<file path="config.mk">
export PLATFORM = sky130hd
export DESIGN_NAME = riscv_du_rf_ctrl_flat
export DESIGN_NICKNAME = d
export VERILOG_FILES = /design/src/rtl/riscv_du_rf_ctrl_if.sv /design/src/rtl/riscv_du_rf_ctrl.sv /design/src/flat_wrapper.sv
export SDC_FILE = /design/constraint.sdc
export NUM_CORES = 1
export LEC_CHECK = 0
export ABC_AREA = 1
export CAP_MARGIN = 20
export CORE_UTILIZATION = 47
export DETAILED_ROUTE_END_ITERATION = 12
export PLACE_DENSITY = 0.95
export SYNTH_ARGS = -nofsm -noshare
export SYNTH_HDL_FRONTEND = slang
export SYNTH_SLANG_ARGS = --single-unit
</file>
<file path="constraint.sdc">
create_clock -name clk -period 4.81 [get_ports clk]
set_input_delay 0.481 -clock clk [delete_from_list [all_inputs] [get_ports clk]]
set_output_delay 0.481 -clock clk [all_outputs]
set_load 0.005 [all_outputs]
</file>
<file path="src/rtl/riscv_du_rf_ctrl_if.sv">
// Command/response channel between the debug transport bridge and the RF debug controller.
interface riscv_du_rf_ctrl_if #(parameter int XLEN = 32) ();
  logic            cmd_valid;
  logic            cmd_ready;
  logic            cmd_we;
  logic [11:0]     cmd_addr;
  logic [XLEN-1:0] cmd_wdata;
  logic            rsp_valid;
  logic            rsp_ready;
  logic [XLEN-1:0] rsp_rdata;
  logic            rsp_err;

  modport master (
    output cmd_valid, cmd_we, cmd_addr, cmd_wdata, rsp_ready,
    input  cmd_ready, rsp_valid, rsp_rdata, rsp_err
  );

  modport slave (
    input  cmd_valid, cmd_we, cmd_addr, cmd_wdata, rsp_ready,
    output cmd_ready, rsp_valid, rsp_rdata, rsp_err
  );
endinterface

</file>
<file path="src/rtl/riscv_du_rf_ctrl.sv">
// Debug-unit RF port controller: stalls the core, performs one GPR read/write, returns a response.
// Optional write readback check enabled by defining RISCV_DU_RF_WRVERIFY_EN.
//
// state  | meaning
// IDLE   | waiting for a command; du_stall tracks dbg_hold
// STALL  | stall asserted, waiting for cpu_halted (or timeout / bad-address exit)
// ACCESS | single RF access cycle
// VERIFY | write readback compare (RISCV_DU_RF_WRVERIFY_EN only)
// RESP   | response held until rsp_ready
module riscv_du_rf_ctrl #(
  parameter int XLEN         = 32,
  parameter int AR_BITS      = 5,
  parameter int HALT_TIMEOUT = 255
) (
  input  logic             clk,
  input  logic             rst,
  riscv_du_rf_ctrl_if.slave bus,
  input  logic             dbg_hold,
  input  logic             cpu_halted,
  output logic             du_stall,
  output logic             du_we_rf,
  output logic [11:0]      du_addr,
  output logic [XLEN-1:0]  du_dato,
  input  logic [XLEN-1:0]  du_dati_rf
);

  localparam int CNT_W = (HALT_TIMEOUT < 2) ? 1 : $clog2(HALT_TIMEOUT + 1);

`ifdef RISCV_DU_RF_WRVERIFY_EN
  typedef enum logic [2:0] {ST_IDLE, ST_STALL, ST_ACCESS, ST_VERIFY, ST_RESP} state_t;
`else
  typedef enum logic [2:0] {ST_IDLE, ST_STALL, ST_ACCESS, ST_RESP} state_t;
`endif

  state_t          state;
  logic [CNT_W-1:0] tmr;
  logic            we_q;
  logic            bad_q;
  logic            rsp_valid_q;
  logic [XLEN-1:0] rsp_rdata_q;
  logic            rsp_err_q;
  logic            cmd_bad;
  logic            idx_nz;

  assign cmd_bad = (bus.cmd_addr[11:AR_BITS] != '0);
  assign idx_nz  = (du_addr[AR_BITS-1:0] != '0);

  assign bus.cmd_ready = (state == ST_IDLE) & ~rst;
  assign bus.rsp_valid = rsp_valid_q;
  assign bus.rsp_rdata = rsp_rdata_q;
  assign bus.rsp_err   = rsp_err_q;

  always_ff @(posedge clk or posedge rst) begin
    if (rst) begin
      state       <= ST_IDLE;
      tmr         <= '0;
      we_q        <= 1'b0;
      bad_q       <= 1'b0;
      du_stall    <= 1'b0;
      du_we_rf    <= 1'b0;
      du_addr     <= '0;
      du_dato     <= '0;
      rsp_valid_q <= 1'b0;
      rsp_rdata_q <= '0;
      rsp_err_q   <= 1'b0;
    end else begin
      case (state)
        ST_IDLE: begin
          du_stall <= dbg_hold;
          if (bus.cmd_valid) begin
            du_addr <= bus.cmd_addr;
            du_dato <= bus.cmd_wdata;
            we_q    <= bus.cmd_we;
            bad_q   <= cmd_bad;
            tmr     <= CNT_W'(HALT_TIMEOUT - 1);
            // a bad address never stalls the core; du_stall keeps the dbg_hold value
            if (!cmd_bad) du_stall <= 1'b1;
            state   <= ST_STALL;
          end
        end
        ST_STALL: begin
          if (bad_q || (!cpu_halted && tmr == '0)) begin
            rsp_valid_q <= 1'b1;
            rsp_rdata_q <= '0;
            rsp_err_q   <= 1'b1;
            state       <= ST_RESP;
          end else if (cpu_halted) begin
            du_we_rf <= we_q & idx_nz;
            state    <= ST_ACCESS;
          end else begin
            tmr <= tmr - 1'b1;
          end
        end
        ST_ACCESS: begin
          du_we_rf <= 1'b0;
          if (!we_q) begin
            rsp_valid_q <= 1'b1;
            rsp_rdata_q <= du_dati_rf;
            rsp_err_q   <= 1'b0;
            state       <= ST_RESP;
          end else begin
`ifdef RISCV_DU_RF_WRVERIFY_EN
            state <= ST_VERIFY;
`else
            rsp_valid_q <= 1'b1;
            rsp_rdata_q <= '0;
            rsp_err_q   <= 1'b0;
            state       <= ST_RESP;
`endif
          end
        end
`ifdef RISCV_DU_RF_WRVERIFY_EN
        ST_VERIFY: begin
          // x0 reads back as 0 by construction, so it is exempt from the compare
          rsp_valid_q <= 1'b1;
          rsp_rdata_q <= du_dati_rf;
          rsp_err_q   <= idx_nz && (du_dati_rf != du_dato);
          state       <= ST_RESP;
        end
`endif
        ST_RESP: begin
          if (bus.rsp_ready) begin
            rsp_valid_q <= 1'b0;
            du_stall    <= dbg_hold;
            state       <= ST_IDLE;
          end
        end
        default: state <= ST_IDLE;
      endcase
    end
  end

endmodule

</file>
<file path="src/flat_wrapper.sv">
// flat-port wrapper written by rule: the top's interface ports become plain ports
module riscv_du_rf_ctrl_flat 
#(
  parameter int XLEN         = 32,
  parameter int AR_BITS      = 5,
  parameter int HALT_TIMEOUT = 255
)
  (clk, rst, dbg_hold, cpu_halted, du_stall, du_we_rf, du_addr, du_dato, du_dati_rf, bus_cmd_valid, bus_cmd_we, bus_cmd_addr, bus_cmd_wdata, bus_rsp_ready, bus_cmd_ready, bus_rsp_valid, bus_rsp_rdata, bus_rsp_err);
  riscv_du_rf_ctrl_if #(.XLEN(XLEN)) bus_i ();
  input  logic clk;
  input  logic rst;
  input  logic dbg_hold;
  input  logic cpu_halted;
  output logic du_stall;
  output logic du_we_rf;
  output logic [11:0] du_addr;
  output logic [XLEN-1:0] du_dato;
  input  logic [XLEN-1:0] du_dati_rf;
  input wire logic [$bits(bus_i.cmd_valid)-1:0] bus_cmd_valid;
  input wire logic [$bits(bus_i.cmd_we)-1:0] bus_cmd_we;
  input wire logic [$bits(bus_i.cmd_addr)-1:0] bus_cmd_addr;
  input wire logic [$bits(bus_i.cmd_wdata)-1:0] bus_cmd_wdata;
  input wire logic [$bits(bus_i.rsp_ready)-1:0] bus_rsp_ready;
  output wire logic [$bits(bus_i.cmd_ready)-1:0] bus_cmd_ready;
  output wire logic [$bits(bus_i.rsp_valid)-1:0] bus_rsp_valid;
  output wire logic [$bits(bus_i.rsp_rdata)-1:0] bus_rsp_rdata;
  output wire logic [$bits(bus_i.rsp_err)-1:0] bus_rsp_err;
  assign bus_i.cmd_valid = bus_cmd_valid;
  assign bus_i.cmd_we = bus_cmd_we;
  assign bus_i.cmd_addr = bus_cmd_addr;
  assign bus_i.cmd_wdata = bus_cmd_wdata;
  assign bus_i.rsp_ready = bus_rsp_ready;
  assign bus_cmd_ready = bus_i.cmd_ready;
  assign bus_rsp_valid = bus_i.rsp_valid;
  assign bus_rsp_rdata = bus_i.rsp_rdata;
  assign bus_rsp_err = bus_i.rsp_err;
  riscv_du_rf_ctrl #(.XLEN(XLEN), .AR_BITS(AR_BITS), .HALT_TIMEOUT(HALT_TIMEOUT)) u_core (.clk(clk), .rst(rst), .bus(bus_i), .dbg_hold(dbg_hold), .cpu_halted(cpu_halted), .du_stall(du_stall), .du_we_rf(du_we_rf), .du_addr(du_addr), .du_dato(du_dato), .du_dati_rf(du_dati_rf));
endmodule
</file>
==> summary.txt, run 1 <==
first-pass GRT wire length = 16200 microns
via count = 3205
Post-synth ARST share = 100%
number of port buffers = 163
max_cap viols = 0
Area contributors post-synth = dfrtp_1 (56%), mux2_2 (11%), nand2_1 (9.4%)
die area = 9140 sq um
Commonest cells post-synth = nand2_1 (103), dfrtp_1 (92), mux2_2 (42)
RSZ-0062 raised after global routing = no
CORE AREA = 8340 sq um
reg2reg end = u_core.bus.rsp_rdata[2]
layout cells sized above 1 = 20.7%
I/O Pins = 164
post-synthesis cell area = 4120 sq um
status = completed
CTS root buf = clkbuf_8
WS Path Type = register to output port
crit path capture type = output port
max-slew violations = 0
Yosys cell types = 26
post-DR wirelength/cell = 15.5 microns
routability congestion estimate = 0.847
total CTS buffers = 9
CTS Buffer Depth = 2
Final Hold Vio Count = 0
fillers = 584
Fin Clk Skew = 7.52 ps
row cnt = 33
synthesized instance count = 383
Most used DFF post-synth = dfrtp_1
R2R setup slack = 2630 ps
ANT cells = 0
Worst Hold Path Cells = 2
post-synth top area share = 55.9%
min-delay src = u_core.bus.rsp_rdata[23]
syn nets = 471
Placement Cell Area = 5790 sq um
Place WS = 2430 ps
Synth Area per Inst = 10.7 sq um
cell taking the most area after synthesis = dfrtp_1
Detail Placement HPWL = 7620 microns
largest family of logic cells by synthesized area = simple AND/OR/NAND/NOR gates
clock-pin slew on the worst setup and hold paths = 90 ps
DRC Markers = 0
Pre-antenna DRT Iters = 5
Seq cells post-synth = 92
final setup vio count = 0
pin count of the biggest net entering global routing = 65
mux contribution to synthesized area = 11.5%
Post-CTS Setup Inserts = 0
Die X = 95.6 microns
peak supply drop = 0.356 mV
post-synthesis compound-gate area fraction = 9.85%
final net count = 633
GRT Overall Usage = 23.9%
Final WS setup = 2520 ps
design area = 6020 sq um
TritonCTS clock tree = done
crit share post-route = 47.7%
sequential cell area fraction in the yosys report = 55.9%
initial core utilization = 49.4%
Post-CTS Hold Fix Bufs = 0
WL final = 10100 microns
Hold Crit Endpoint = u_core.bus.rsp_rdata[23]
Tightest Hold Check Type = register to register
H-tree Lvls = 3
minimum clock period = 2290 ps
final setup TNS = 0 ps
Num Clock Sinks = 92
Multi-input gate area = 1580 sq um
DRT iter0 DRCs = 102
Die H = 95.6 microns
Area Overhead vs Synth = 46.2%
LEAKAGE = 2.65 nW
Crit path required time = 4330 ps
vias in the first global route = 3456
Slew headroom = 40.0%
vias per cell = 4.89
R2R depth = 7
register area = 2300 sq um
CP Launch Type = register
initial antenna violation count = 1
EDFF count, synth = 0
Clock Latency Late Sink = 360 ps
Total Power = 3.85 mW
Synthesis Warnings = 0
antenna viol nets, final = 0
total grt overflow = 0
Arr. time, crit path = 1810 ps
XOR/XNOR share of the synthesized area = 0.426%
Post-Synth Simple-Gate Area = 14.9%
CP Max Fanout = 4
fmax = 436 MHz
Inst Count DP = 638
Worst-Margin Slew = 900 ps
r2r startpoint = u_core.state[1]
pwr dens = 639 nW/um^2
cell with the most instances after synthesis = nand2_1
Synth Area in Adders = 1.52%
Non-Filler Instances = 655
CTS resizes = 0
-- state kept, by name (all words and copies together) (netlist names) --
register	cells
u_core.state	2
u_core.bus.rsp_valid	1
u_core.du_dato	32
u_core.we_q	1
u_core.bus.rsp_rdata	32
u_core.bus.rsp_err	1
u_core.du_stall	1
u_core.du_we_rf	1
u_core.tmr	8
u_core.du_addr	12
u_core.bad_q	1
-- final cells by class --
| cell class | instances | area share, % |
|---|---|---|
| Multi-Input combinational cell | 246 | 26.2 |
| Inverter | 29 | 1.83 |
| Sequential cell | 92 | 38.3 |
| Clock buffer | 11 | 2.35 |
| Timing Repair Buffer | 167 | 28.2 |
| Tap cell | 105 | 2.18 |
| Clock inverter | 5 | 1.02 |
-- how the worst max path moves through the flow --
stage                               endpoint  slack (ps)            start
global route                   bus_cmd_ready        2430  u_core.state[0]
CTS                            bus_cmd_ready        2510  u_core.state[0]
detailed placement   u_core.bus.rsp_rdata[2]        2430       cpu_halted
global placement    u_core.bus.rsp_rdata[27]        2520       cpu_halted
finish                         bus_cmd_ready        2520  u_core.state[0]
floorplan                       u_core.bad_q        1940              rst
-- metrics by stage --
stage                     util [%]  hold WS (ps)
final                         72.1           490
after global routing          72.1           504
after CTS                     71.9           492
after detailed placement      69.5           469
after global placement        69.1           457
after floorplan                  -           442
-- per-layer routing --
layer / vias to the layer above / routed length [microns] / GRT usage (%) / share of wire, %
met1: 1510 / 3750 / 25.9 / 37
met3: 21 / 913 / 9.81 / 9.0
met4: 2 / 247 / 9.95 / 2.4
li1: 1555 / - / - / -
met5: - / 13 / 0 / 0.13
met2: 117 / 5210 / 41.3 / 51
-- power breakdown --
part           switching [mW]  leakage (nW)  internal [mW]  total (mW)
clock network           0.272        0.0918          0.255       0.528
logic                   0.876          1.41           1.06        1.94
registers               0.228          1.14           1.15        1.38
-- placed cells by master (no fill, tap or decap), types with 7 or more instances in the layout --
cell               n
a21oi_1            7
clkdlybuf4s50_1  163
dfrtp_1           92
nand2_1          102
o21ai_0            7
nand3_1            9
o21ai_2           35
nor2_1            19
mux2_2            42
clkbuf_8          10
inv_1             24
-- logic make-up (layout without fill, tap and decap cells) --
kind of cell | count (synthesis) | after routing
XOR/XNOR | 2 | 2
multiplexers | 42 | 42
AO/OA/AOI/OAI | 52 | 52
flip-flops | 92 | 92
buffers and inverters | 45 | 212
adder cells (fa/ha/maj) | 5 | 5
AND/OR/NAND/NOR | 145 | 145
-- critical path, stage by stage (launching register included) --
cell,delay (ps)
dfrtp_1,430
inv_1,110
ha_1,210
inv_1,110
nor2_1,100
clkdlybuf4s50_1,510
Power figures use the tool's default switching activity.
==> inputs of run 2 (changes only) <==
--- a/config.mk
+++ b/config.mk
@@ -7,9 +7,9 @@
 export LEC_CHECK = 0
 export ABC_AREA = 1
 export CAP_MARGIN = 20
-export CORE_UTILIZATION = 47
+export CORE_UTILIZATION = 44
 export DETAILED_ROUTE_END_ITERATION = 12
-export PLACE_DENSITY = 0.95
+export PLACE_DENSITY = 0.9
 export SYNTH_ARGS = -nofsm -noshare
 export SYNTH_HDL_FRONTEND = slang
 export SYNTH_SLANG_ARGS = --single-unit
==> constraint.sdc (replaced) <==
create_clock -name clk -period 2.2 [get_ports clk]
set_input_delay 0.22 -clock clk [delete_from_list [all_inputs] [get_ports clk]]
set_output_delay 0.22 -clock clk [all_outputs]
set_load 0.005 [all_outputs]
==> summary.txt, run 2 (synthesis gave the netlist of run 1 again) <==
peak supply drop = 0.798 mV
LEAKAGE = 2.66 nW
design area = 6040 sq um
reg2reg end = u_core.bus.rsp_rdata[29]
R2R depth = 6
max-slew violations = 0
initial antenna violation count = 0
vias per cell = 4.88
routability congestion estimate = 0.814
Final Hold Vio Count = 0
die area = 9750 sq um
fmax = 499 MHz
most common cell after layout, fill and taps aside = clkdlybuf4s50_1
r2r startpoint = u_core.state[1]
most frequent cells in the layout = clkdlybuf4s50_1 (163), nand2_1 (102), dfrtp_1 (92)
post-DR wirelength/cell = 14.7 microns
CTS Buffer Depth = 2
pin count of the biggest net entering global routing = 67
Total Power = 8.38 mW
minimum clock period = 2000 ps
Place WS = 341 ps
pwr dens = 1390 nW/um^2
crit-path cells = inv_1 > ha_1 > inv_1 > nor2_1 > clkdlybuf4s50_1
first-pass GRT wire length = 16200 microns
via count = 3218
CTS resizes = 0
WL final = 9710 microns
final net count = 636
final hold slack = 351 ps
CORE AREA = 8890 sq um
Crit path buffers/inverters = 3
ANT cells = 0
kind of cell adding the most delay to the critical path = buffers and inverters
DRT iter0 DRCs = 63
Post-CTS Hold Fix Bufs = 0
crit share post-route = 91.1%
Area Overhead vs Synth = 46.7%
Die X = 98.7 microns
slowest CP cell = clkdlybuf4s50_1
Detail Placement HPWL = 7380 microns
fillers = 668
Crit path required time = 1980 ps
H-tree Lvls = 3
Final WS setup = 196 ps
clock-pin slew on the worst setup and hold paths = 90 ps
Num Clock Sinks = 92
vias in the first global route = 3485
max_cap viols = 0
CTS root buf = clkbuf_8
Worst-Margin Slew = 513 ps
CP Launch Type = register
number of port buffers = 163
final setup TNS = 0 ps
antenna viol nets, final = 0
total grt overflow = 0
DRC Markers = 0
WS Path Type = register to output port
Die H = 98.7 microns
most frequent cell on the critical path = inv_1
Crit path largest cell delay = 510 ps
TritonCTS clock tree = done
crit path capture type = output port
Arr. time, crit path = 1780 ps
I/O Pins = 164
Clock Latency Late Sink = 340 ps
total CTS buffers = 9
Placement Cell Area = 5850 sq um
initial core utilization = 46.3%
RSZ-0062 raised after global routing = no
R2R setup slack = 340 ps
row cnt = 34
Tightest Hold Check Type = input port to asynchronous set/reset pin
status = completed
GRT Overall Usage = 21.0%
layout cells sized above 1 = 21.0%
CP Max Fanout = 4
Fin Clk Skew = 8.63 ps
Post-CTS Setup Inserts = 0
Pre-antenna DRT Iters = 4
final setup vio count = 0
Slew headroom = 65.7%
## run 2: power by group
group	internal, mW	total [mW]	switching, mW
Sequential	2.52	3.00	0.481
Clock	0.549	1.11	0.562
Combinational	2.36	4.27	1.90
## run 2: cell type report
class	count	area (sq um)	share of cell area, %
Inverter	29	113	1.86
Timing Repair Buffer	170	1720	28.5
Multi-Input combinational cell	246	1580	26.1
Clock inverter	4	50.0	0.829
Clock buffer	11	141	2.34
Tap cell	108	135	2.24
Sequential cell	92	2300	38.1
## run 2: worst max path at each step
| stage | start | to | slack, ps | cells past startpoint |
|---|---|---|---|---|
| 6_report | u_core.state[0] | bus_cmd_ready | 200 | 5 |
| 5_1_grt | u_core.state[1] | bus_cmd_ready | 100 | 5 |
| 4_1_cts | u_core.state[0] | bus_cmd_ready | 180 | 5 |
| 3_5_place_dp | u_core.state[1] | u_core.tmr[6] | 340 | 7 |
| 3_3_place_gp | cpu_halted | u_core.bus.rsp_rdata[3] | 390 | 10 |
| 2_1_floorplan | u_core.state[1] | u_core.tmr[2] | 670 | 10 |
## run 2: tightest hold or removal path, delay by kind of cell
family	cells	cell delay, ps
buf+inv	3	860
## run 2: routing by layer
metal / track usage (%) / routed length, microns / vias up
met4: 4.59 / 94 / 0
met1: 23.6 / 3850 / 1532
met5: 0 / 0 / -
met2: 38.3 / 5020 / 113
li1: - / - / 1563
met3: 7.59 / 752 / 10
## run 2: metrics by stage
step / std cells / util, %
after floorplan: 383 / -
after global placement: 645 / 65.8
after detailed placement: 645 / 65.8
after CTS: 660 / 67.9
after global routing: 660 / 67.9
final: 660 / 67.9
==> inputs of run 3 (changes only) <==
--- a/config.mk
+++ b/config.mk
@@ -6,10 +6,9 @@
 export NUM_CORES = 1
 export LEC_CHECK = 0
 export ABC_AREA = 1
-export CAP_MARGIN = 20
-export CORE_UTILIZATION = 44
+export CORE_UTILIZATION = 47
 export DETAILED_ROUTE_END_ITERATION = 12
-export PLACE_DENSITY = 0.9
+export PLACE_DENSITY = 0.95
 export SYNTH_ARGS = -nofsm -noshare
 export SYNTH_HDL_FRONTEND = slang
 export SYNTH_SLANG_ARGS = --single-unit
==> constraint.sdc (replaced) <==
create_clock -name clk -period 2.6 [get_ports clk]
set_input_delay 0.26 -clock clk [delete_from_list [all_inputs] [get_ports clk]]
set_output_delay 0.26 -clock clk [all_outputs]
set_load 0.005 [all_outputs]
==> summary.txt, run 3 (synthesis gave the netlist of run 1 again) <==
layout cells sized above 1 = 21.2%
CTS resizes = 0
DRC Markers = 0
pin count of the biggest net entering global routing = 45
status = completed
final setup vio count = 0
Tightest Hold Check Type = input port to asynchronous set/reset pin
Sw Pwr = 2.57 mW
Die H = 95.6 microns
number of port buffers = 163
vias per cell = 4.93
max-slew violations = 0
die area = 9140 sq um
CP Launch Type = register
Clock Latency Late Sink = 360 ps
Arr. time, crit path = 1850 ps
WS Path Type = register to output port
final net count = 635
most frequent cells in the layout = clkdlybuf4s50_1 (163), nand2_1 (102), dfrtp_1 (92)
TritonCTS clock tree = done
clock-pin slew on the worst setup and hold paths = 100 ps
CP Max Fanout = 4
H-tree Lvls = 3
most common cell after layout, fill and taps aside = clkdlybuf4s50_1
total grt overflow = 0
Post-CTS Hold Fix Bufs = 0
minimum clock period = 2110 ps
fillers = 594
Comb pwr share = 50.5%
initial core utilization = 49.4%
CORE AREA = 8340 sq um
Final Hold Vio Count = 0
Post-CTS Setup Inserts = 0
CTS root buf = clkbuf_8
clock power share = 13.7%
DRT iter0 DRCs = 103
initial antenna violation count = 0
ANT cells = 0
vias in the first global route = 3374
pwr dens = 1180 nW/um^2
first-pass GRT wire length = 16000 microns
max_cap viols = 0
CTS Buffer Depth = 2
Switching Fraction = 36.1%
post-DR wirelength/cell = 15.1 microns
Cell Int Power = 4.56 mW
Worst-Margin Slew = 710 ps
row cnt = 33
routability congestion estimate = 0.819
Crit path required time = 2340 ps
Total Power = 7.13 mW
crit share post-route = 81.3%
crit path capture type = output port
via count = 3236
GRT Overall Usage = 23.1%
WL final = 9900 microns
RSZ-0062 raised after global routing = no
total CTS buffers = 9
I/O Pins = 164
Slew headroom = 52.6%
Pre-antenna DRT Iters = 4
final setup TNS = 0 ps
Fin Clk Skew = 11.4 ps
Num Clock Sinks = 92
antenna viol nets, final = 0
Multi-input gate area = 1580 sq um
fmax = 473 MHz
LEAKAGE = 2.66 nW
Area Overhead vs Synth = 46.6%
peak supply drop = 0.633 mV
register area = 2300 sq um
final hold slack = 390 ps
Die X = 95.6 microns
Detail Placement HPWL = 7390 microns
Sequential Power Share = 35.8%
[run 3: changes by cell type in the layout (fill, tap and decap cells not counted)]
cell,delta
buf_4,-1
clkbuf_1,-1
clkbuf_8,-1
clkinv_2,+1
clkinv_4,+1
clkinvlp_4,-1
inv_6,+2
[run 3: worst paths after layout]
check                                         start                       end  slack, ps  depth (start not counted)
min reg2reg                u_core.bus.rsp_rdata[21]  u_core.bus.rsp_rdata[21]        490                          2
min in group clk                     du_dati_rf[31]  u_core.bus.rsp_rdata[31]        460                          3
min                                             rst             u_core.tmr[5]        390                          2
max in group asynchronous                       rst         u_core.du_dato[1]       1550                          3
max                                 u_core.state[0]             bus_cmd_ready        490                          5
max reg2reg                         u_core.state[1]   u_core.bus.rsp_rdata[7]        550                          6
[run 3: layer usage]
metal	GRT usage (%)	wire, microns	vias up
li1	-	-	1559
met1	27.1	3920	1549
met2	39.9	5080	110
met3	7.02	690	18
met4	8.33	208	0
met5	0	0	-
[run 3: area by class of cell]
type                       instances  share of cell area (%)
clock buffer                       9                    2.05
timing repair buffer             169                    28.4
multi-input combinational        246                    26.1
inverter                          29                    1.87
sequential                        92                    38.2
tap                              105                    2.18
clock inverter                     7                    1.22
[run 3: worst max-delay path, stage by stage (launching register included)]
cell and delay [ps]:
dfrtp_1 420, inv_1 120, ha_1 220, inv_1 110
nor2_1 110, clkdlybuf4s50_1 520
[run 3: stage by stage]
step	utilization, %	cell area (sq um)	instances	setup WS, ps
2_1_floorplan	-	4120	383	1070
3_3_place_gp	70.0	5840	641	704
3_5_place_dp	70.0	5840	641	581
4_1_cts	72.4	6030	657	479
5_1_grt	72.4	6030	657	342
6_report	72.4	6030	657	486
[run 3: power groups by stage]
stage | Clock, mW | Sequential (mW) | Combinational (mW)
after global routing | 1.06 | 2.64 | 3.92
after detailed placement | 0 | 2.57 | 3.60
after CTS | 0.994 | 2.55 | 3.64
after floorplan | 0 | 2.56 | 1.93
after global placement | 0 | 2.52 | 3.48
final | 0.975 | 2.55 | 3.60
